===== src/rtl/integer_divide_control.sv =====
// Two's-complement DIV/DIVU/REM/REMU control wrapped around a sign-magnitude multicycle divider.
// Define INTEGER_DIVIDE_FAST_PATH_EN to resolve zero-divisor and signed-overflow requests without the divider.
module integer_divide_control #(
  parameter int OPERAND_WIDTH_IN_BITS = 64
) (
  input  logic                             clk_in,
  input  logic                             reset_in,
  // request side
  input  logic                             request_valid_in,
  input  logic [1:0]                       request_op_in,
  input  logic [OPERAND_WIDTH_IN_BITS-1:0] dividend_in,
  input  logic [OPERAND_WIDTH_IN_BITS-1:0] divisor_in,
  output logic                             request_ack_out,
  // divider side
  output logic                             valid_to_div_out,
  output logic                             dividend_sign_to_div_out,
  output logic [OPERAND_WIDTH_IN_BITS-1:0] dividend_to_div_out,
  output logic                             divisor_sign_to_div_out,
  output logic [OPERAND_WIDTH_IN_BITS-1:0] divisor_to_div_out,
  input  logic                             valid_from_div_in,
  input  logic                             quotient_sign_from_div_in,
  input  logic [OPERAND_WIDTH_IN_BITS-1:0] quotient_from_div_in,
  input  logic                             remainder_sign_from_div_in,
  input  logic [OPERAND_WIDTH_IN_BITS-1:0] remainder_from_div_in,
  input  logic                             divide_by_zero_from_div_in,
  // result side
  output logic                             result_valid_out,
  output logic [OPERAND_WIDTH_IN_BITS-1:0] result_out,
  input  logic                             result_ack_in
);

  localparam int W = OPERAND_WIDTH_IN_BITS;
  localparam logic [W-1:0] ONE           = W'(1);
  localparam logic [W-1:0] MOST_NEGATIVE = {1'b1, {(W-1){1'b0}}};

  typedef enum logic [1:0] {
    IDLE  = 2'd0,
    ISSUE = 2'd1,
    WAIT  = 2'd2,
    RESP  = 2'd3
  } state_e;

  typedef struct packed {
    logic         sign;
    logic [W-1:0] mag;
  } sign_mag_t;

  // op[1] selects remainder, op[0] selects unsigned
  function automatic sign_mag_t to_sign_mag(input logic is_signed, input logic [W-1:0] value);
    sign_mag_t sm;
    sm.sign = is_signed & value[W-1];
    sm.mag  = sm.sign ? (~value + ONE) : value;
    return sm;
  endfunction

  function automatic logic [W-1:0] restore_twos(input logic sign, input logic [W-1:0] mag);
    return sign ? (~mag + ONE) : mag;
  endfunction

  function automatic logic [W-1:0] zero_divisor_result(input logic is_rem,
                                                       input logic [W-1:0] dividend);
    return is_rem ? dividend : {W{1'b1}};
  endfunction

  state_e       state_q, state_d;
  logic [1:0]   op_q, op_d;
  logic [W-1:0] dividend_q, dividend_d;
  sign_mag_t    dividend_sm_q, dividend_sm_d;
  sign_mag_t    divisor_sm_q, divisor_sm_d;
  logic [W-1:0] result_q, result_d;

  sign_mag_t    req_dividend_sm;
  sign_mag_t    req_divisor_sm;
  logic [W-1:0] div_selected;

  assign req_dividend_sm = to_sign_mag(~request_op_in[0], dividend_in);
  assign req_divisor_sm  = to_sign_mag(~request_op_in[0], divisor_in);

  assign div_selected = op_q[1] ?
                        restore_twos(remainder_sign_from_div_in, remainder_from_div_in) :
                        restore_twos(quotient_sign_from_div_in, quotient_from_div_in);

`ifdef INTEGER_DIVIDE_FAST_PATH_EN
  logic fast_zero_divisor;
  logic fast_overflow;
  logic unused_divide_by_zero;

  assign fast_zero_divisor     = (divisor_in == '0);
  assign fast_overflow         = ~request_op_in[0] & (dividend_in == MOST_NEGATIVE) &
                                 (divisor_in == {W{1'b1}});
  assign unused_divide_by_zero = divide_by_zero_from_div_in;
`endif

  always_comb begin
    // NOTE: every variable gets its hold value first so no path leaves it unassigned (no latches).
    state_d       = state_q;
    op_d          = op_q;
    dividend_d    = dividend_q;
    dividend_sm_d = dividend_sm_q;
    divisor_sm_d  = divisor_sm_q;
    result_d      = result_q;

    case (state_q)
      IDLE: begin
        if (request_valid_in) begin
          op_d          = request_op_in;
          dividend_d    = dividend_in;
          dividend_sm_d = req_dividend_sm;
          divisor_sm_d  = req_divisor_sm;
          state_d       = ISSUE;
`ifdef INTEGER_DIVIDE_FAST_PATH_EN
          if (fast_zero_divisor) begin
            result_d = zero_divisor_result(request_op_in[1], dividend_in);
            state_d  = RESP;
          end else if (fast_overflow) begin
            result_d = request_op_in[1] ? '0 : MOST_NEGATIVE;
            state_d  = RESP;
          end
`endif
        end
      end

      ISSUE: state_d = WAIT;

      WAIT: begin
        if (valid_from_div_in) begin
`ifdef INTEGER_DIVIDE_FAST_PATH_EN
          result_d = div_selected;
`else
          result_d = divide_by_zero_from_div_in ? zero_divisor_result(op_q[1], dividend_q)
                                                : div_selected;
`endif
          state_d  = RESP;
        end
      end

      RESP: begin
        if (result_ack_in) state_d = IDLE;
      end

      default: state_d = IDLE;
    endcase
  end

  always_ff @(posedge clk_in) begin
    // NOTE: flops take non-blocking assignments so every register samples pre-edge values.
    if (reset_in) begin
      state_q       <= IDLE;
      op_q          <= '0;
      dividend_q    <= '0;
      dividend_sm_q <= '0;
      divisor_sm_q  <= '0;
      result_q      <= '0;
    end else begin
      state_q       <= state_d;
      op_q          <= op_d;
      dividend_q    <= dividend_d;
      dividend_sm_q <= dividend_sm_d;
      divisor_sm_q  <= divisor_sm_d;
      result_q      <= result_d;
    end
  end

  assign request_ack_out  = (state_q == IDLE);
  assign valid_to_div_out = (state_q == ISSUE);
  assign result_valid_out = (state_q == RESP);
  assign result_out       = result_q;

  // divider fields read as zero outside the issue pulse
  assign dividend_sign_to_div_out = valid_to_div_out & dividend_sm_q.sign;
  assign dividend_to_div_out      = valid_to_div_out ? dividend_sm_q.mag : '0;
  assign divisor_sign_to_div_out  = valid_to_div_out & divisor_sm_q.sign;
  assign divisor_to_div_out       = valid_to_div_out ? divisor_sm_q.mag : '0;

endmodule


===== config.mk =====
export PLATFORM = sky130hd
export DESIGN_NAME = integer_divide_control
export DESIGN_NICKNAME = d
export VERILOG_FILES = /design/src/rtl/integer_divide_control.sv
export SDC_FILE = /design/constraint.sdc
export NUM_CORES = 1
export LEC_CHECK = 0
export BUFFER_PORTS_ARGS = -buffer_cell sky130_fd_sc_hd__buf_2
export CORE_MARGIN = 2
export CORE_UTILIZATION = 45
export CTS_CLUSTER_SIZE = 8
export DETAILED_ROUTE_END_ITERATION = 10
export GPL_TIMING_DRIVEN = 1
export PLACE_DENSITY_LB_ADDON = 0.25
export SYNTH_ARGS = -nofsm -noshare
export SYNTH_HDL_FRONTEND = slang
export SYNTH_SLANG_ARGS = --single-unit

===== constraint.sdc =====
create_clock -name clk_in -period 8.75 [get_ports clk_in]
set_input_delay 1.75 -clock clk_in [delete_from_list [all_inputs] [get_ports clk_in]]
set_output_delay 1.75 -clock clk_in [all_outputs]
set_load 0.02 [all_outputs]

Word level (Yosys, flattened, before mapping). Cells that the tools add are included.

Bits in registers: 262. Output and inout port bits: 197.

$add $sub $neg: 4. Equality and inequality tests: 6. Multiplexer cells: 13. Bitwise operators: 9. Reduce and logical (&&, ||, !) cells: 4.

Operators by type and width (count): 2-to-1 mux 64 bit (9); adder 64 x 1 -> 64 bit, second input constant (4); inverter 64 bit (4); one-hot mux 2 bit (4 select lines) (1); 2-to-1 mux 2 bit (3); AND 1 bit (4); equality test 2 bit, second input constant (2); inequality test 2 bit, second input constant (2); AND reduction 2 bit (2); AND reduction 3 bit (1); equality test 2 x 1 -> 1 bit, second input constant (1); logical NOT 2 bit (1); inequality test 2 x 1 -> 1 bit, second input constant (1); inverter 1 bit (1).

Depth between registers and ports, before layout. Gate-level depths: netlist of the first run.

Depth in word-level cells: 5. Gate-level depth with buffers: 9.

Least setup slack after synthesis of the first run. No wires, ideal clock.

Path type: in2reg. Start point: input remainder_from_div_in[22]. End point: register result_q[41], in the netlist result_out[41]. Data arrival time: 4.158 ns. Data required time: 8.636 ns. Setup slack: 4.477 ns. Stages: 8. Buffers on the path: 1. Path through: or4_4 or4_4 or4_4 buf_6 o41ai_2 xor2_1 a21oi_1 a21bo_1.

Cells in the longest elaborated chain, start to end: 5.

RTL lines: start, declared (RTL line 24) `input logic [OPERAND_WIDTH_IN_BITS-1:0] remainder_from_div_in,`; inverter 64 bit (RTL line 57) `return sign ? (~mag + ONE) : mag;`; adder 64 x 1 -> 64 bit (RTL line 57); 2-to-1 mux 64 bit (RTL line 57); 2-to-1 mux 64 bit (RTL line 79) `assign div_selected = op_q[1] ?`; 2-to-1 mux 64 bit (RTL line 130) `result_d = divide_by_zero_from_div_in ? zero_divisor_result(op_q[1], dividend_q)`; end signal, assigned (RTL line 160) `result_q <= result_d;`; end, declared (RTL line 70) `logic [W-1:0] result_q, result_d;`.

No other way between the ends. A chain may end at the register's enable or synchronous reset.

Worst setup path after layout of the first run.
Start point: input dividend_in[13]. End point: register dividend_sm_q[62] in the netlist's numbering.

Cells in the longest elaborated chain, start to end: 3.

RTL lines: start, declared (RTL line 11) `input logic [OPERAND_WIDTH_IN_BITS-1:0] dividend_in,`; inverter 64 bit (RTL line 52) `sm.mag = sm.sign ? (~value + ONE) : value;`; adder 64 x 1 -> 64 bit (RTL line 52); 2-to-1 mux 64 bit (RTL line 52); end signal, assigned (RTL line 158) `dividend_sm_q <= dividend_sm_d;`; end, declared (RTL line 68) `sign_mag_t dividend_sm_q, dividend_sm_d;`.

No other way between the ends.

==> flow_metrics.py, run 1 <==
metrics = {
    "synthesis": {
        "synth_area_leaders": "dfxtp_1 (32%), nand2_1 (6.5%), xnor2_1 (6.4%), xor2_1 (5.5%), and2_1 (5.4%)",
        "async_reset_ff_frac": 0,
        "yosys.area.top_type": "dfxtp_1",
        "synth_top_area_frac": 0.322,
        "synth_xor_area_frac": 0.120,
        "syn_inst": 2111,
        "synth_cell_types": 68,
        "mappedNetlistArea_sq_um": 16200,
        "synth-compound-area-share": 0.240,
        "synth_top_family_by_area": "simple AND/OR/NAND/NOR gates",
        "synth_area_per_cell_sq_um": 7.66,
        "synth_flop_cell": "dfxtp_1",
        "synth_nets": 2385,
        "yosys.area_share.simple": 0.261,
        "synth.area.mux_share": 0.00998,
        "yosys_warnings": 0,
        "synth-seq-cells": 260,
        "yosys-top-cells-count": "nand2_1 (281), dfxtp_1 (260), nor2_1 (156)",
        "yosysSeqAreaShare": 0.322,
        "synth.most_common_cell": "nand2_1",
        "synth_edf_count": 0,
        "synthAdderAreaFrac": 0.00619,
    },
    "sta": {
        "period_share": 0.529,
        "relSlewSlack": 0.127,
        "fin_setup_tns_ns": 0,
        "fin_crit_ns": 4.63,
        "hold_viol_final": 0,
        "fin_skew_ns": 0.0193,
        "rsz0062_at_grt": "false",
        "tightest_slew_ns": 1.30,
        "setup-violations-final": 0,
        "drv_slew": 0,
        "fmax_mhz": 216,
    },
    "worst_setup_path": {
        "critPathRequiredTime_ns": 9.13,
        "path_max_fanout": 8,
        "cp-start-kind": "primary input",
        "cp-end-kind": "flip-flop",
        "cp_data_arrival_time_ns": 5.00,
        "worst-setup-path-type": "primary input to flip-flop",
    },
    "placed_design": {
        "dpl.hpwl_microns": 47000,
        "dp.cells": 2903,
        "place.gp.congestion": 0.996,
        "port_buffers": 462,
    },
    "clocking": {
        "post_cts_buffers": 0,
        "ctsRootBufferMaster": "clkbuf_16",
        "cts_tree": "done",
        "path_clk_slew_ns": 0.05,
        "cts-hold-fix-buffers": 0,
        "cts_buffer_depth": 3,
        "cts_resized": 0,
        "cts.sinks": 260,
        "htreeDepth": 2,
        "clk-insertion-delay-late_ns": 0.52,
        "cts_made_buffers": 38,
    },
    "route": {
        "dr_total_vias": 17810,
        "dr.pass1.iters": 5,
        "viasPerCell": 6.03,
        "wirelength_microns": 62600,
        "drt_iter0_drc": 1347,
        "ant_nets": 0,
        "drcViolationCount": 0,
        "wl_per_cell_microns": 21.2,
    },
    "power": {
        "p_leak_nw": 8.05,
        "p_clk_frac": 0.322,
        "netSwitchingFraction": 0.363,
        "powerDensity_nw_per_um2": 209,
        "power_frac_seq": 0.372,
        "power.share.combinational": 0.306,
        "internal-power_w": 0.00263,
        "ir_drop_v": 0.000313,
        "switchingPower_w": 0.00150,
    },
    "floorplanning": {
        "chipHeight_microns": 194,
        "die_area_sq_um": 37500,
        "initial_utilization": 0.456,
        "core_area_sq_um": 35500,
        "io_pins": 463,
        "rows": 69,
        "die_x_microns": 194,
    },
    "run": {
        "maxCapViolations": 0,
    },
    "finish": {
        "synthToLayoutAreaGrowth_pct": 21.9,
        "fillers": 3462,
        "fin_nets": 2756,
        "fin_util": 0.556,
        "multi_input_area_sq_um": 10300,
        "final_cell_count_no_fill": 2953,
        "drive_gt1_frac": 0.225,
        "register_area_sq_um": 5200,
    },
    "global_route": {
        "grt_pass1_wl_microns": 95800,
        "grt_pass1_vias": 16874,
        "antenna_found_initial": 10,
        "grt_max_degree": 98,
        "track_usage": 0.318,
        "overflow": 0,
    },
    "worst_hold_path": {
        "worst_hold_path_type": "flip-flop to flip-flop",
    },
    "run_status": {
        "outcome": "complete, no violations",
    },
}
==> final cells by class <==
class                      count  area share
antenna                        8     0.00102
clock buffer                  41      0.0509
clock inverter                 1    0.000444
inverter                      26     0.00495
multi-input combinational   1673       0.524
sequential                   260       0.264
tap                          461      0.0292
timing repair buffer         483       0.126
==> critical path: stages <==
cell     delay, ns
buf_2         0.14
or4_1         0.66
nor4_1        0.77
nand4_1       0.58
nor4_1        0.63
a31oi_1       0.19
xnor2_1       0.17
o21ai_0       0.10
==> per-stage QoR <==
| stage | area [sq um] | power (W) | setup WS, ns | hold WS, ns |
|---|---|---|---|---|
| after floorplan | 16200 | 0.00234 | 4.48 | 0.417 |
| after global placement | 18700 | 0.00279 | 3.81 | 0.427 |
| after detailed placement | 18700 | 0.00282 | 3.71 | 0.435 |
| after CTS | 19700 | 0.00414 | 4.23 | 0.442 |
| after global routing | 19700 | 0.00434 | 3.83 | 0.453 |
| final | 19700 | 0.00413 | 4.12 | 0.441 |
==> flip-flops by register name, indices dropped and copies added (netlist names) <==
register       cells
dividend_q        64
dividend_sm_q     64
divisor_sm_q      65
op_q               1
result_out        64
state_q            2
==> layout by cell type, fill, tap and decap left out, types with 32 or more instances in the layout <==
master and n:
dfxtp_1 260, xor2_1 102, nand2_1 280, o41ai_1 32
clkbuf_16 39, nor2_1 152, nor4_1 37, a21oi_1 130
buf_2 461, o21ai_0 143, or3_1 38, a211oi_1 63
o31ai_1 56, xnor2_1 119, nor3_1 52, or4_1 42
and2_1 139
==> final timing paths <==
kind / start / to / slack [ns] / cells after the start
hold / removal: result_out[37] / result_out[37] / 0.44 / 2
setup / recovery: dividend_in[13] / dividend_sm_q[62] / 4.12 / 8
setup reg to reg: state_q[0] / dividend_sm_q[35] / 5.49 / 7
hold reg to reg: result_out[37] / result_out[37] / 0.44 / 2
==> power groups by stage <==
stage / Combinational, W / Clock (W) / Sequential (W)
floorplan: 0.000787 / 0 / 0.00156
global placement: 0.00124 / 0 / 0.00155
detailed placement: 0.00126 / 0 / 0.00156
CTS: 0.00126 / 0.00134 / 0.00153
global route: 0.00138 / 0.00140 / 0.00156
finish: 0.00127 / 0.00133 / 0.00154
==> cells by family after synthesis <==
group | after synthesis
buffers and inverters | 178
adders and majority gates | 8
and+or+nand+nor | 848
DFF | 260
muxes | 16
xor gates and xnor gates | 221
AOI/OAI and AO/OA | 580
==> metal layers <==
metal | vias up | global-route usage | share of wire
met2 | 818 | 0.521 | 0.47
met4 | 2 | 0.155 | 0.047
met1 | 8490 | 0.406 | 0.41
li1 | 8342 | - | -
met3 | 158 | 0.0544 | 0.076
met5 | - | 0 | 0.00021
(Power assumes the default switching activity.)
==> run 2, diff against run 1 <==
clock period = 3.9 ns   (was 8.75 ns; I/O delays follow)
==> run 2 against run 1 <==
Die area unchanged; count of clock-buffer cells in the layout up 1; global-route usage up 0.10 points; register-to-register slack worse by 4.0 ns; flip-flop and latch count unchanged; clock skew down 0.0081 ns; worst setup slack lost 3.3 ns; via count increased by 0.21%; sequential share of layout area decreased by 0.43 points; critical path depth unchanged; critical endpoint is now result_out[57]; largest power group unchanged.
==> flow_metrics.py, run 2 (synthesized netlist as in run 1, its figures left out) <==
metrics = {
    "worst_setup_path": {
        "path_max_fanout": 13,
        "r2r-end": "result_out[50]",
        "cp-start-kind": "primary input",
        "critPathRequiredTime_ns": 4.31,
        "cp_data_arrival_time_ns": 3.50,
        "reg2reg_depth": 8,
        "critPathCapture": "result_out[57]",
        "cp-end-kind": "flip-flop",
        "r2r_start": "state_q[0]",
        "critPathLaunch": "remainder_from_div_in[22]",
        "worst-setup-path-type": "primary input to flip-flop",
        "reg2reg_setup_slack_ns": 1.51,
    },
    "sta": {
        "period_share": 0.792,
        "fmax_mhz": 324,
        "fin_skew_ns": 0.0112,
        "relSlewSlack": 0.264,
        "hold_viol_final": 0,
        "setup-violations-final": 0,
        "tightest_slew_ns": 1.10,
        "holdWs_ns": 0.442,
        "drv_slew": 0,
        "fin_crit_ns": 3.09,
        "fin_setup_tns_ns": 0,
        "rsz0062_at_grt": "false",
    },
    "clocking": {
        "cts_buffer_depth": 3,
        "clk-insertion-delay-late_ns": 0.52,
        "cts-hold-fix-buffers": 0,
        "post_cts_buffers": 0,
        "cts.sinks": 260,
        "cts_tree": "done",
        "ctsRootBufferMaster": "clkbuf_16",
        "path_clk_slew_ns": 0.05,
        "cts_made_buffers": 39,
        "cts_resized": 0,
        "htreeDepth": 2,
    },
    "finish": {
        "fin_nets": 2789,
        "largest-register": "divisor_sm_q",
        "final_common_cell": "buf_2",
        "largest_reg_flops": 65,
        "multi_input_area_sq_um": 10300,
        "register_area_sq_um": 5200,
        "fillers": 3481,
        "final_cell_mix": "buf_2 (461), nand2_1 (280), dfxtp_1 (260)",
        "synthToLayoutAreaGrowth_pct": 23.9,
        "drive_gt1_frac": 0.236,
        "fin_util": 0.565,
    },
    "floorplanning": {
        "io_pins": 463,
        "die_x_microns": 194,
        "chipHeight_microns": 194,
        "rows": 69,
        "core_area_sq_um": 35500,
        "initial_utilization": 0.456,
        "die_area_sq_um": 37500,
    },
    "global_route": {
        "grt_pass1_wl_microns": 95900,
        "grt_max_degree": 123,
        "antenna_found_initial": 11,
        "track_usage": 0.319,
        "overflow": 0,
        "grt_pass1_vias": 16710,
    },
    "power": {
        "ir_drop_v": 0.000508,
        "powerDensity_nw_per_um2": 468,
        "p_leak_nw": 8.24,
    },
    "route": {
        "ant_nets": 0,
        "wl_per_cell_microns": 21.2,
        "viasPerCell": 5.97,
        "dr.pass1.iters": 5,
        "drcViolationCount": 0,
        "dr_total_vias": 17848,
        "drt_iter0_drc": 1279,
        "wirelength_microns": 63300,
    },
    "run": {
        "maxCapViolations": 0,
    },
    "placed_design": {
        "port_buffers": 462,
        "dpl.hpwl_microns": 47900,
        "place.gp.congestion": 1.01,
    },
    "worst_hold_path": {
        "worst_hold_path_type": "flip-flop to flip-flop",
    },
    "run_status": {
        "outcome": "complete, no violations",
    },
}
==> run 2: worst max-delay path: stages <==
cell,delay [ns]
buf_2,0.12
or4_4,0.56
or4_4,0.60
or4_4,0.65
o41ai_2,0.35
xor2_1,0.18
nand2_1,0.06
a22o_1,0.20
==> run 2: how the worst min path moves through the flow <==
stage,from,end,slack [ns],cells after the start
finish,result_out[28],result_out[28],0.44,1
detailed placement,result_out[36],result_out[36],0.43,2
global placement,divisor_sm_q[43],divisor_sm_q[43],0.43,2
floorplan,dividend_sm_q[26],dividend_sm_q[26],0.42,2
CTS,result_out[36],result_out[36],0.44,2
global route,result_out[28],result_out[28],0.45,1
==> run 2: layout make-up <==
type                       count  area share
inverter                      26     0.00487
clock inverter                 4     0.00187
antenna                        7    0.000874
sequential                   260       0.260
clock buffer                  42      0.0514
multi-input combinational   1673       0.515
tap                          461      0.0288
timing repair buffer         515       0.137
==> run 2: power breakdown <==
part / internal [W] / total [W] / leakage, nW / switching, W
combinational: 0.000984 / 0.00288 / 5.58 / 0.00189
sequential: 0.00316 / 0.00345 / 2.13 / 0.000286
clock: 0.00185 / 0.00306 / 0.524 / 0.00121
total: 0.00600 / 0.00938 / 8.24 / 0.00339
==> run 2: layer usage <==
metal  vias to the layer above  share of wire  GRT usage
li1                       8410              -          -
met1                      8451           0.40      0.402
met2                       784           0.47      0.527
met3                       193          0.071     0.0537
met4                        10          0.053      0.162
met5                         -         0.0010          0
==> run 2: through the flow <==
stage	cells	setup slack [ns]	power, W	instance area [sq um]
floorplan	2111	0.597	0.00526	16200
global placement	2935	0.296	0.00630	19000
detailed placement	2935	0.298	0.00636	19000
CTS	2981	0.837	0.00944	20000
global route	2987	0.640	0.00987	20000
finish	2988	0.811	0.00938	20000
==> run 3, diff against run 2 <==
clock period = 2.7 ns   (was 3.9 ns; I/O delays follow)
==> run 3 against run 2 <==
Final cell count is 8.2% higher; combinational power is 56% higher; largest power group unchanged; clock power is 48% higher; wire length is 6.3% higher.
==> flow_metrics.py, run 3 (synthesized netlist as in run 1, its figures left out) <==
metrics = {
    "floorplanning": {
        "die_x_microns": 194,
        "rows": 69,
        "die_area_sq_um": 37500,
        "initial_utilization": 0.456,
        "io_pins": 463,
        "core_area_sq_um": 35500,
        "chipHeight_microns": 194,
    },
    "clocking": {
        "cts_buffer_depth": 3,
        "cts-hold-fix-buffers": 0,
        "clk-insertion-delay-late_ns": 0.56,
        "cts_tree": "done",
        "cts.sinks": 260,
        "cts_made_buffers": 39,
        "path_clk_slew_ns": 0.05,
        "htreeDepth": 2,
        "ctsRootBufferMaster": "clkbuf_16",
    },
    "finish": {
        "final_cell_mix": "buf_2 (459), buf_4 (291), nand2_1 (280)",
        "multi_input_area_sq_um": 10500,
        "largest_reg_flops": 65,
        "register_area_sq_um": 5200,
        "largest-register": "divisor_sm_q",
        "drive_gt1_frac": 0.309,
        "fin_nets": 3035,
        "synthToLayoutAreaGrowth_pct": 36.7,
        "fillers": 3285,
        "final_common_cell": "buf_2",
    },
    "global_route": {
        "antenna_found_initial": 8,
        "grt_max_degree": 121,
        "grt_pass1_wl_microns": 102000,
        "grt_pass1_vias": 18156,
        "track_usage": 0.341,
        "overflow": 0,
    },
    "worst_setup_path": {
        "reg2reg_setup_slack_ns": 0.43,
        "path_cells": "buf_6, or4_1, or4_4, or4_4, buf_4, o41ai_4, xnor2_1, nand3_1, nand3_1",
        "worst-setup-path-type": "primary input to flip-flop",
        "path_max_fanout": 6,
        "cp-end-kind": "flip-flop",
        "slowest_stage": "or4_4",
        "cp_slowest_stage_delay_ns": 0.66,
        "critPathRequiredTime_ns": 3.19,
        "cp_data_arrival_time_ns": 3.16,
        "cp-start-kind": "primary input",
    },
    "sta": {
        "fin_skew_ns": 0.0151,
        "period_share": 0.991,
        "setup-violations-final": 0,
        "fin_crit_ns": 2.67,
        "relSlewSlack": 0.381,
        "fmax_mhz": 374,
        "tightest_slew_ns": 0.929,
        "hold_viol_final": 0,
        "holdWs_ns": 0.230,
        "rsz0062_at_grt": "true",
        "drv_slew": 0,
    },
    "power": {
        "powerDensity_nw_per_um2": 633,
        "p_leak_nw": 9.53,
        "ir_drop_v": 0.000521,
        "power_w": 0.0140,
    },
    "route": {
        "drt_iter0_drc": 1362,
        "wirelength_microns": 67300,
        "dr.pass1.iters": 5,
        "dr_total_vias": 18774,
        "ant_nets": 0,
        "viasPerCell": 5.81,
        "wl_per_cell_microns": 20.8,
        "drcViolationCount": 0,
    },
    "placed_design": {
        "dpl.hpwl_microns": 51500,
        "place.gp.congestion": 0.978,
        "port_buffers": 462,
    },
    "worst_hold_path": {
        "worst_hold_path_type": "primary input to flip-flop",
    },
    "run": {
        "maxCapViolations": 0,
    },
    "run_status": {
        "outcome": "complete, no violations",
    },
}
## run 3: changes by cell type in the layout (fill, tap and decap cells not counted), moves of 3 or more
cell     delta
o41ai_4     +5
buf_4     +241
buf_12      +3
o31ai_1     -3
o21ai_1     +3
buf_6       +3
o31ai_2     +3
nor4_1      -3
o41ai_2     -3
o21ai_0     -3
## run 3: layer usage
layer	share of wire	global-route usage	up-vias
li1	-	-	8904
met1	0.40	0.424	8843
met3	0.075	0.0574	193
met4	0.049	0.164	6
met2	0.48	0.574	828
met5	0.00055	0	-
## run 3: path summary, 6_finish.rpt
kind | cells after the start | to | start
setup / recovery | 9 | result_out[51] | remainder_from_div_in[17]
hold / removal | 3 | op_q[1] | request_op_in[1]
setup reg to reg | 8 | result_out[50] | op_q[1]
hold reg to reg | 2 | divisor_sm_q[30] | divisor_sm_q[30]
## run 3: critical path, delay by kind of cell
kind | cells | cell delay (ns)
AND/OR/NAND/NOR | 5 | 1.96
buffers and inverters | 2 | 0.29
AO/OA/AOI/OAI | 1 | 0.21
XOR/XNOR | 1 | 0.16
## run 3: repair_timing
| action | CTS | global route |
|---|---|---|
| cloned | 0 | 1 |
| setup endpoints to repair | 1 | 13 |
| gates resized for setup | 1 | 16 |
| buffers inserted | 0 | 2 |
| pin swaps | 0 | 9 |
## run 3: per-stage QoR
step	instance area, sq um	TNS, ns	utilization	instances	worst slack [ns]
after floorplan	16200	-3.02	-	2111	-0.363
after global placement	20900	-18.14	0.589	3178	-0.535
after detailed placement	20900	-20.45	0.589	3178	-0.587
after CTS	22000	0	0.619	3224	0.0155
after global routing	22100	-0.167	0.623	3231	-0.0531
final	22100	0	0.623	3233	0.0256
## run 3: final cells by class
class,count,area share
clock buffers,43,0.0472
multi-input cells,1674,0.475
well taps,461,0.0261
flip-flops and latches,260,0.235
diodes,6,0.000679
inverters,26,0.00441
repair buffers,760,0.210
clock inverters,3,0.00153
## run 3: where the power goes
part	total (W)	internal (W)	switching, W
Combinational	0.00449	0.00166	0.00283
Clock	0.00452	0.00271	0.00181
Sequential	0.00499	0.00457	0.000423
